===== src/rtl/hazard_ctrl_pkg.sv =====
// Shared types for the pipeline hazard controller: register index type and
// the sequencing FSM state encoding.
package hazard_ctrl_pkg;

    localparam int REG_W = 5;

    typedef logic [REG_W-1:0] regbits_t;

    typedef enum logic [2:0] {
        RUN      = 3'd0,
        MEMWAIT  = 3'd1,
        REDIRECT = 3'd2,
        HALT     = 3'd3
    } hzstate_t;

    // One bit per latch/PC control; a zeroed struct is a full freeze.
    typedef struct packed {
        logic pc_en;
        logic pc_redirect;
        logic ifid_en;
        logic ifid_flush;
        logic idex_en;
        logic idex_flush;
        logic exmem_en;
        logic exmem_flush;
        logic memwb_en;
    } hzctl_t;

endpackage


===== src/rtl/hazard_ctrl_detect.sv =====
// hazard_detect: combinational load-use, taken-redirect and dcache-wait terms
// derived from the EX/MEM stage outputs and the ID register fields.
module hazard_detect
    import hazard_ctrl_pkg::*;
(
    input  logic     ex_dREN,
    input  logic     ex_regWr,
    input  regbits_t ex_regDst,
    input  regbits_t id_rs,
    input  regbits_t id_rt,
    input  logic     id_uses_rt,
    input  logic     ex_branch,
    input  logic     ex_bne,
    input  logic     ex_equal,
    input  logic     ex_jump,
    input  logic     mem_dREN,
    input  logic     mem_dWEN,
    input  logic     dhit,
    output logic     ldhaz,
    output logic     taken,
    output logic     dwait
);

    // Register 0 is hardwired, so a load targeting it never stalls.
    assign ldhaz = ex_dREN && ex_regWr && (ex_regDst != '0) &&
                   ((ex_regDst == id_rs) || (id_uses_rt && (ex_regDst == id_rt)));

    assign taken = (ex_branch && (ex_equal ^ ex_bne)) || ex_jump;

    assign dwait = (mem_dREN || mem_dWEN) && !dhit;

endmodule


===== src/rtl/hazard_ctrl.sv =====
// hazard_ctrl: 5-stage pipeline sequencing (stall/flush/redirect/halt).
// Optional performance counters are built when HAZARD_PERF_EN is defined.
module hazard_ctrl
    import hazard_ctrl_pkg::*;
#(
    parameter int PERF_W           = 32,
    parameter int REDIRECT_BUBBLES = 1
) (
    input  logic        CLK,
    input  logic        nRST,
    input  logic        ihit,
    input  logic        dhit,
    input  regbits_t    id_rs,
    input  regbits_t    id_rt,
    input  logic        id_uses_rt,
    input  logic        ex_dREN,
    input  logic        ex_regWr,
    input  regbits_t    ex_regDst,
    input  logic        ex_branch,
    input  logic        ex_bne,
    input  logic        ex_equal,
    input  logic        ex_jump,
    input  logic        mem_dREN,
    input  logic        mem_dWEN,
    input  logic        mem_halt,
    output logic        pc_en,
    output logic        pc_redirect,
    output logic        ifid_en,
    output logic        ifid_flush,
    output logic        idex_en,
    output logic        idex_flush,
    output logic        exmem_en,
    output logic        exmem_flush,
    output logic        memwb_en,
    output logic        halt,
    output logic [2:0]  state_o
`ifdef HAZARD_PERF_EN
    ,
    output logic [PERF_W-1:0] stall_cnt,
    output logic [PERF_W-1:0] flush_cnt,
    output logic [PERF_W-1:0] wait_cnt
`endif
);

    // Out-of-range settings fall back to a single redirect bubble.
    localparam int BUBBLES = (REDIRECT_BUBBLES >= 1 && REDIRECT_BUBBLES <= 3 && PERF_W >= 1)
                             ? REDIRECT_BUBBLES : 1;
    localparam logic [1:0] BUBBLE_LOAD = 2'(BUBBLES - 1);

    hzstate_t   state, state_nx;
    logic [1:0] bub_cnt, bub_cnt_nx;
    hzctl_t     ctl;
    logic       ldhaz, taken, dwait;
`ifdef HAZARD_PERF_EN
    logic       ev_stall, ev_flush;
`endif

    hazard_detect u_detect (
        .ex_dREN    (ex_dREN),
        .ex_regWr   (ex_regWr),
        .ex_regDst  (ex_regDst),
        .id_rs      (id_rs),
        .id_rt      (id_rt),
        .id_uses_rt (id_uses_rt),
        .ex_branch  (ex_branch),
        .ex_bne     (ex_bne),
        .ex_equal   (ex_equal),
        .ex_jump    (ex_jump),
        .mem_dREN   (mem_dREN),
        .mem_dWEN   (mem_dWEN),
        .dhit       (dhit),
        .ldhaz      (ldhaz),
        .taken      (taken),
        .dwait      (dwait)
    );

    // Priority chain: reset, halted, halt retiring, dcache wait, taken, redirect, load-use.
    always_comb begin
        ctl        = '0;
        state_nx   = state;
        bub_cnt_nx = bub_cnt;
`ifdef HAZARD_PERF_EN
        ev_stall   = 1'b0;
        ev_flush   = 1'b0;
`endif
        if (!nRST) begin
            ctl.ifid_flush  = 1'b1;
            ctl.idex_flush  = 1'b1;
            ctl.exmem_flush = 1'b1;
        end else if (state == HALT) begin
            state_nx = HALT;
        end else if (mem_halt) begin
            ctl.memwb_en = 1'b1;
            state_nx     = HALT;
        end else if (dwait) begin
            state_nx = MEMWAIT;
        end else if (taken) begin
            ctl.pc_en       = 1'b1;
            ctl.pc_redirect = 1'b1;
            ctl.ifid_flush  = 1'b1;
            ctl.idex_flush  = 1'b1;
            ctl.exmem_en    = 1'b1;
            ctl.memwb_en    = 1'b1;
            bub_cnt_nx      = BUBBLE_LOAD;
            state_nx        = (BUBBLE_LOAD != 2'd0) ? REDIRECT : RUN;
`ifdef HAZARD_PERF_EN
            ev_flush        = 1'b1;
`endif
        end else if (state == REDIRECT) begin
            ctl.pc_en      = ihit;
            ctl.ifid_en    = ihit;
            ctl.idex_flush = 1'b1;
            ctl.exmem_en   = 1'b1;
            ctl.memwb_en   = 1'b1;
            if (ihit) begin
                if (bub_cnt == 2'd0) state_nx = RUN;
                else                 bub_cnt_nx = bub_cnt - 2'd1;
            end
        end else if (ldhaz) begin
            ctl.idex_flush = 1'b1;
            ctl.exmem_en   = 1'b1;
            ctl.memwb_en   = 1'b1;
            state_nx       = RUN;
`ifdef HAZARD_PERF_EN
            ev_stall       = 1'b1;
`endif
        end else begin
            ctl.pc_en      = ihit;
            ctl.ifid_en    = ihit;
            ctl.ifid_flush = !ihit;
            ctl.idex_en    = 1'b1;
            ctl.exmem_en   = 1'b1;
            ctl.memwb_en   = 1'b1;
            state_nx       = RUN;
        end
    end

    always_ff @(posedge CLK) begin
        if (!nRST) begin
            state   <= RUN;
            bub_cnt <= 2'd0;
        end else begin
            state   <= state_nx;
            bub_cnt <= bub_cnt_nx;
        end
    end

    assign pc_en       = ctl.pc_en;
    assign pc_redirect = ctl.pc_redirect;
    assign ifid_en     = ctl.ifid_en;
    assign ifid_flush  = ctl.ifid_flush;
    assign idex_en     = ctl.idex_en;
    assign idex_flush  = ctl.idex_flush;
    assign exmem_en    = ctl.exmem_en;
    assign exmem_flush = ctl.exmem_flush;
    assign memwb_en    = ctl.memwb_en;
    assign halt        = (state == HALT);
    assign state_o     = state;

`ifdef HAZARD_PERF_EN
    // Saturating event counters, frozen once the core has halted.
    always_ff @(posedge CLK) begin
        if (!nRST) begin
            stall_cnt <= '0;
            flush_cnt <= '0;
            wait_cnt  <= '0;
        end else if (state != HALT) begin
            if (ev_stall && !(&stall_cnt))         stall_cnt <= stall_cnt + 1'b1;
            if (ev_flush && !(&flush_cnt))         flush_cnt <= flush_cnt + 1'b1;
            if ((state == MEMWAIT) && !(&wait_cnt)) wait_cnt  <= wait_cnt + 1'b1;
        end
    end
`endif

endmodule


===== config.mk =====
export PLATFORM = sky130hd
export DESIGN_NAME = hazard_ctrl
export DESIGN_NICKNAME = d
export VERILOG_FILES = /design/src/rtl/hazard_ctrl_pkg.sv /design/src/rtl/hazard_ctrl_detect.sv /design/src/rtl/hazard_ctrl.sv
export SDC_FILE = /design/constraint.sdc
export NUM_CORES = 1
export LEC_CHECK = 0
export BUFFER_PORTS_ARGS = -buffer_cell sky130_fd_sc_hd__buf_2
export CAP_MARGIN = 20
export CORE_MARGIN = 5
export CORE_UTILIZATION = 30
export DETAILED_ROUTE_END_ITERATION = 6
export GPL_TIMING_DRIVEN = 0
export PLACE_DENSITY = 0.71
export REMOVE_ABC_BUFFERS = 1
export SETUP_SLACK_MARGIN = 0.05
export SKIP_CTS_REPAIR_TIMING = 1
export SLEW_MARGIN = 20
export SYNTH_ARGS = -nofsm -noshare
export SYNTH_HDL_FRONTEND = slang
export SYNTH_SLANG_ARGS = --single-unit

===== constraint.sdc =====
create_clock -name CLK -period 2.9 [get_ports CLK]
set_clock_uncertainty 0.1 [all_clocks]
set_input_delay 0.58 -clock CLK [delete_from_list [all_inputs] [get_ports CLK]]
set_output_delay 0.58 -clock CLK [all_outputs]
set_load 0.02 [all_outputs]

==> flow_metrics.env <==
export IMPL_die_area_sq_um=2632
export IMPL_final_area_sq_um=748.2
export IMPL_design_core_area_sq_um=1670
export IMPL_crit_arrival_ns=1.92
export IMPL_drc=0
export IMPL_grt_pass1_vias=626
export IMPL_yosysUniqueCellTypes=32
export IMPL_dp_cells=129
export IMPL_power_uw=232.7
export IMPL_dp_final_hpwl_um=1358
export IMPL_synth_warnings=0
export IMPL_setup_tns_ns=0
export IMPL_yosys_area_top_type="xnor2_1"
export IMPL_wl_per_cell_um=12.08
export IMPL_grt_pass1_wl_um=2580
export IMPL_synth_ff_type="dfxtp_1"
export IMPL_vias=677
export IMPL_holdCritPathClass="reg2reg"
export IMPL_postPlaceCellArea_sq_um=725.7
export IMPL_rows=15
export IMPL_num_fill_cells=186
export IMPL_syn_inst=73
export IMPL_critPathKind="in2out"
export IMPL_drt_iter0_markers=14
export IMPL_synth_seq_cells=4
export IMPL_grt_max_degree=10
export IMPL_synthTopCellsByCount="10 x xnor2_1, 7 x nand3_1, 6 x a21oi_1, 6 x nand2_1"
export IMPL_maxCapViolCount=0
export IMPL_leakage_uw=0.0003498
export IMPL_clockBufferDepth=2
export IMPL_final_layout_size_suffix_gt1_share_pct=40.00
export IMPL_fmax_mhz=384.6
export IMPL_io_pin_count=42
export IMPL_synth_most_common_cell="xnor2_1"
export IMPL_yosysSeqAreaShare_pct=15.65
export IMPL_final_setup_viol_count=0
export IMPL_yosysTopAreaCellShare_pct=17.11
export IMPL_grt_overflow_total=0
export IMPL_path_max_fanout=4
export IMPL_layoutNonFillerInstCount=132
export IMPL_start_util_pct=30.64
export IMPL_end_kind="output port"
export IMPL_synth_area_leaders="xnor2_1 17%, dfxtp_1 16%, nand3_1 6.8%"
export IMPL_worstSkewPairLatency_ns=0.24
export IMPL_crit_required_ns=2.22
export IMPL_cts_root_buffer="clkbuf_4"
export IMPL_synthArstFlopShare_pct=0
export IMPL_nets=147
export IMPL_period_share_pct=89.67
export IMPL_fin_crit_ns=2.600
export IMPL_die_x_um=51.30
export IMPL_cts_tree="built"
export IMPL_p_per_area_nw_per_um2=311.0
export IMPL_status="finished clean"
export IMPL_synth_area_sq_um=511.7
export IMPL_grt_usage_pct=12.23
export IMPL_area_growth_pct=46.21
export IMPL_io_buffers=40
export IMPL_clkTransAtPathRegs_ns=0.03
export IMPL_synth_edf_count=0
export IMPL_drt_vias_per_instance=5.129
export IMPL_ir_worst_vdd_mv=0.1694
export IMPL_gp_congestion=0.7736
export IMPL_antenna_found_initial=0
export IMPL_timing_final_hold_violations=0
export IMPL_totalWireLength_um=1594
export IMPL_die_h_um=51.30
export IMPL_numCtsBuffers=3
export IMPL_cts_sink_count=4
export IMPL_drv_slew=0
export IMPL_diodes=0
export IMPL_htreeDepth=1
export IMPL_critPathLaunchType="input port"
export IMPL_fin_util_pct=44.79
export IMPL_antenna_left=0
export IMPL_avgSynthCellArea_sq_um=7.010
export IMPL_rsz0062_at_grt="false"
export IMPL_drtPass1Iterations=4
[final cells by class]
type / count / area, sq um / share of cell area [%]
multi-input combinational: 63 / 405.4 / 54.18
timing repair buffer: 40 / 200.2 / 26.76
inverter: 5 / 18.77 / 2.508
sequential: 4 / 80.08 / 10.70
tap: 17 / 21.27 / 2.843
clock buffer: 3 / 22.52 / 3.010
[through the flow]
stage / hold slack [ns] / setup WS, ns
6_report: 0.4033 / 0.2997
4_1_cts: 0.4112 / 0.2956
3_3_place_gp: 0.3796 / 0.3283
3_5_place_dp: 0.4051 / 0.3093
2_1_floorplan: 0.3622 / 0.1059
5_1_grt: 0.4428 / 0.1294
[state kept, by name, summed over array words and instances (netlist names)]
signal   count
bub_cnt      2
state_o      2
[layer usage]
metal | vias to the layer above | part of all wire (%) | track usage, %
li1 | 348 | - | -
met1 | 309 | 43 | 14.69
met2 | 18 | 51 | 22.75
met3 | 2 | 5.1 | 1.749
met4 | 0 | 1.1 | 2.620
met5 | - | 0 | 0
[worst max-delay path, cell delays in order]
cell and delay (ns):
buf_2 0.12, or4_1 0.53, o211ai_2 0.24, inv_1 0.09
a31oi_1 0.16, buf_2 0.19
[where the power goes]
group          total (uW)  switching (uW)  internal [uW]
Sequential           59.8            2.53           57.3
Combinational         101            56.7           43.9
Clock                72.3            25.8           46.5
Total                 233            85.0            148
[final timing paths]
path | cells after the start | endpoint | slack (ns) | start
worst max-delay path | 6 | ifid_en | 0.30 | ex_regDst[0]
worst min register to register | 2 | bub_cnt[1]$_SDFFE_PN0P_ | 0.40 | bub_cnt[1]$_SDFFE_PN0P_
worst min-delay path | 2 | bub_cnt[1]$_SDFFE_PN0P_ | 0.40 | bub_cnt[1]$_SDFFE_PN0P_
worst max register to register | 5 | bub_cnt[0]$_SDFFE_PN0P_ | 1.34 | bub_cnt[0]$_SDFFE_PN0P_
[logic make-up after synthesis]
group | Yosys count | share of synthesized area (%)
xor gates and xnor gates | 11 | 18.83
other | 1 | 0.7328
buffers and inverters | 6 | 5.133
adders and majority gates | 1 | 2.445
DFF | 4 | 15.65
AOI/OAI and AO/OA | 22 | 29.34
and+or+nand+nor | 28 | 27.88
[cells in the final DEF (no fill, tap or decap), drive strengths merged, types with 3 or more instances in the layout]
cell / instances
clkbuf: 3
nand3: 7
inv: 4
xnor2: 10
o21ai: 3
dfxtp: 4
nor2: 3
buf: 40
nor3: 4
nand2: 6
a21oi: 7
Note: power is estimated with default switching activity, not from simulation.
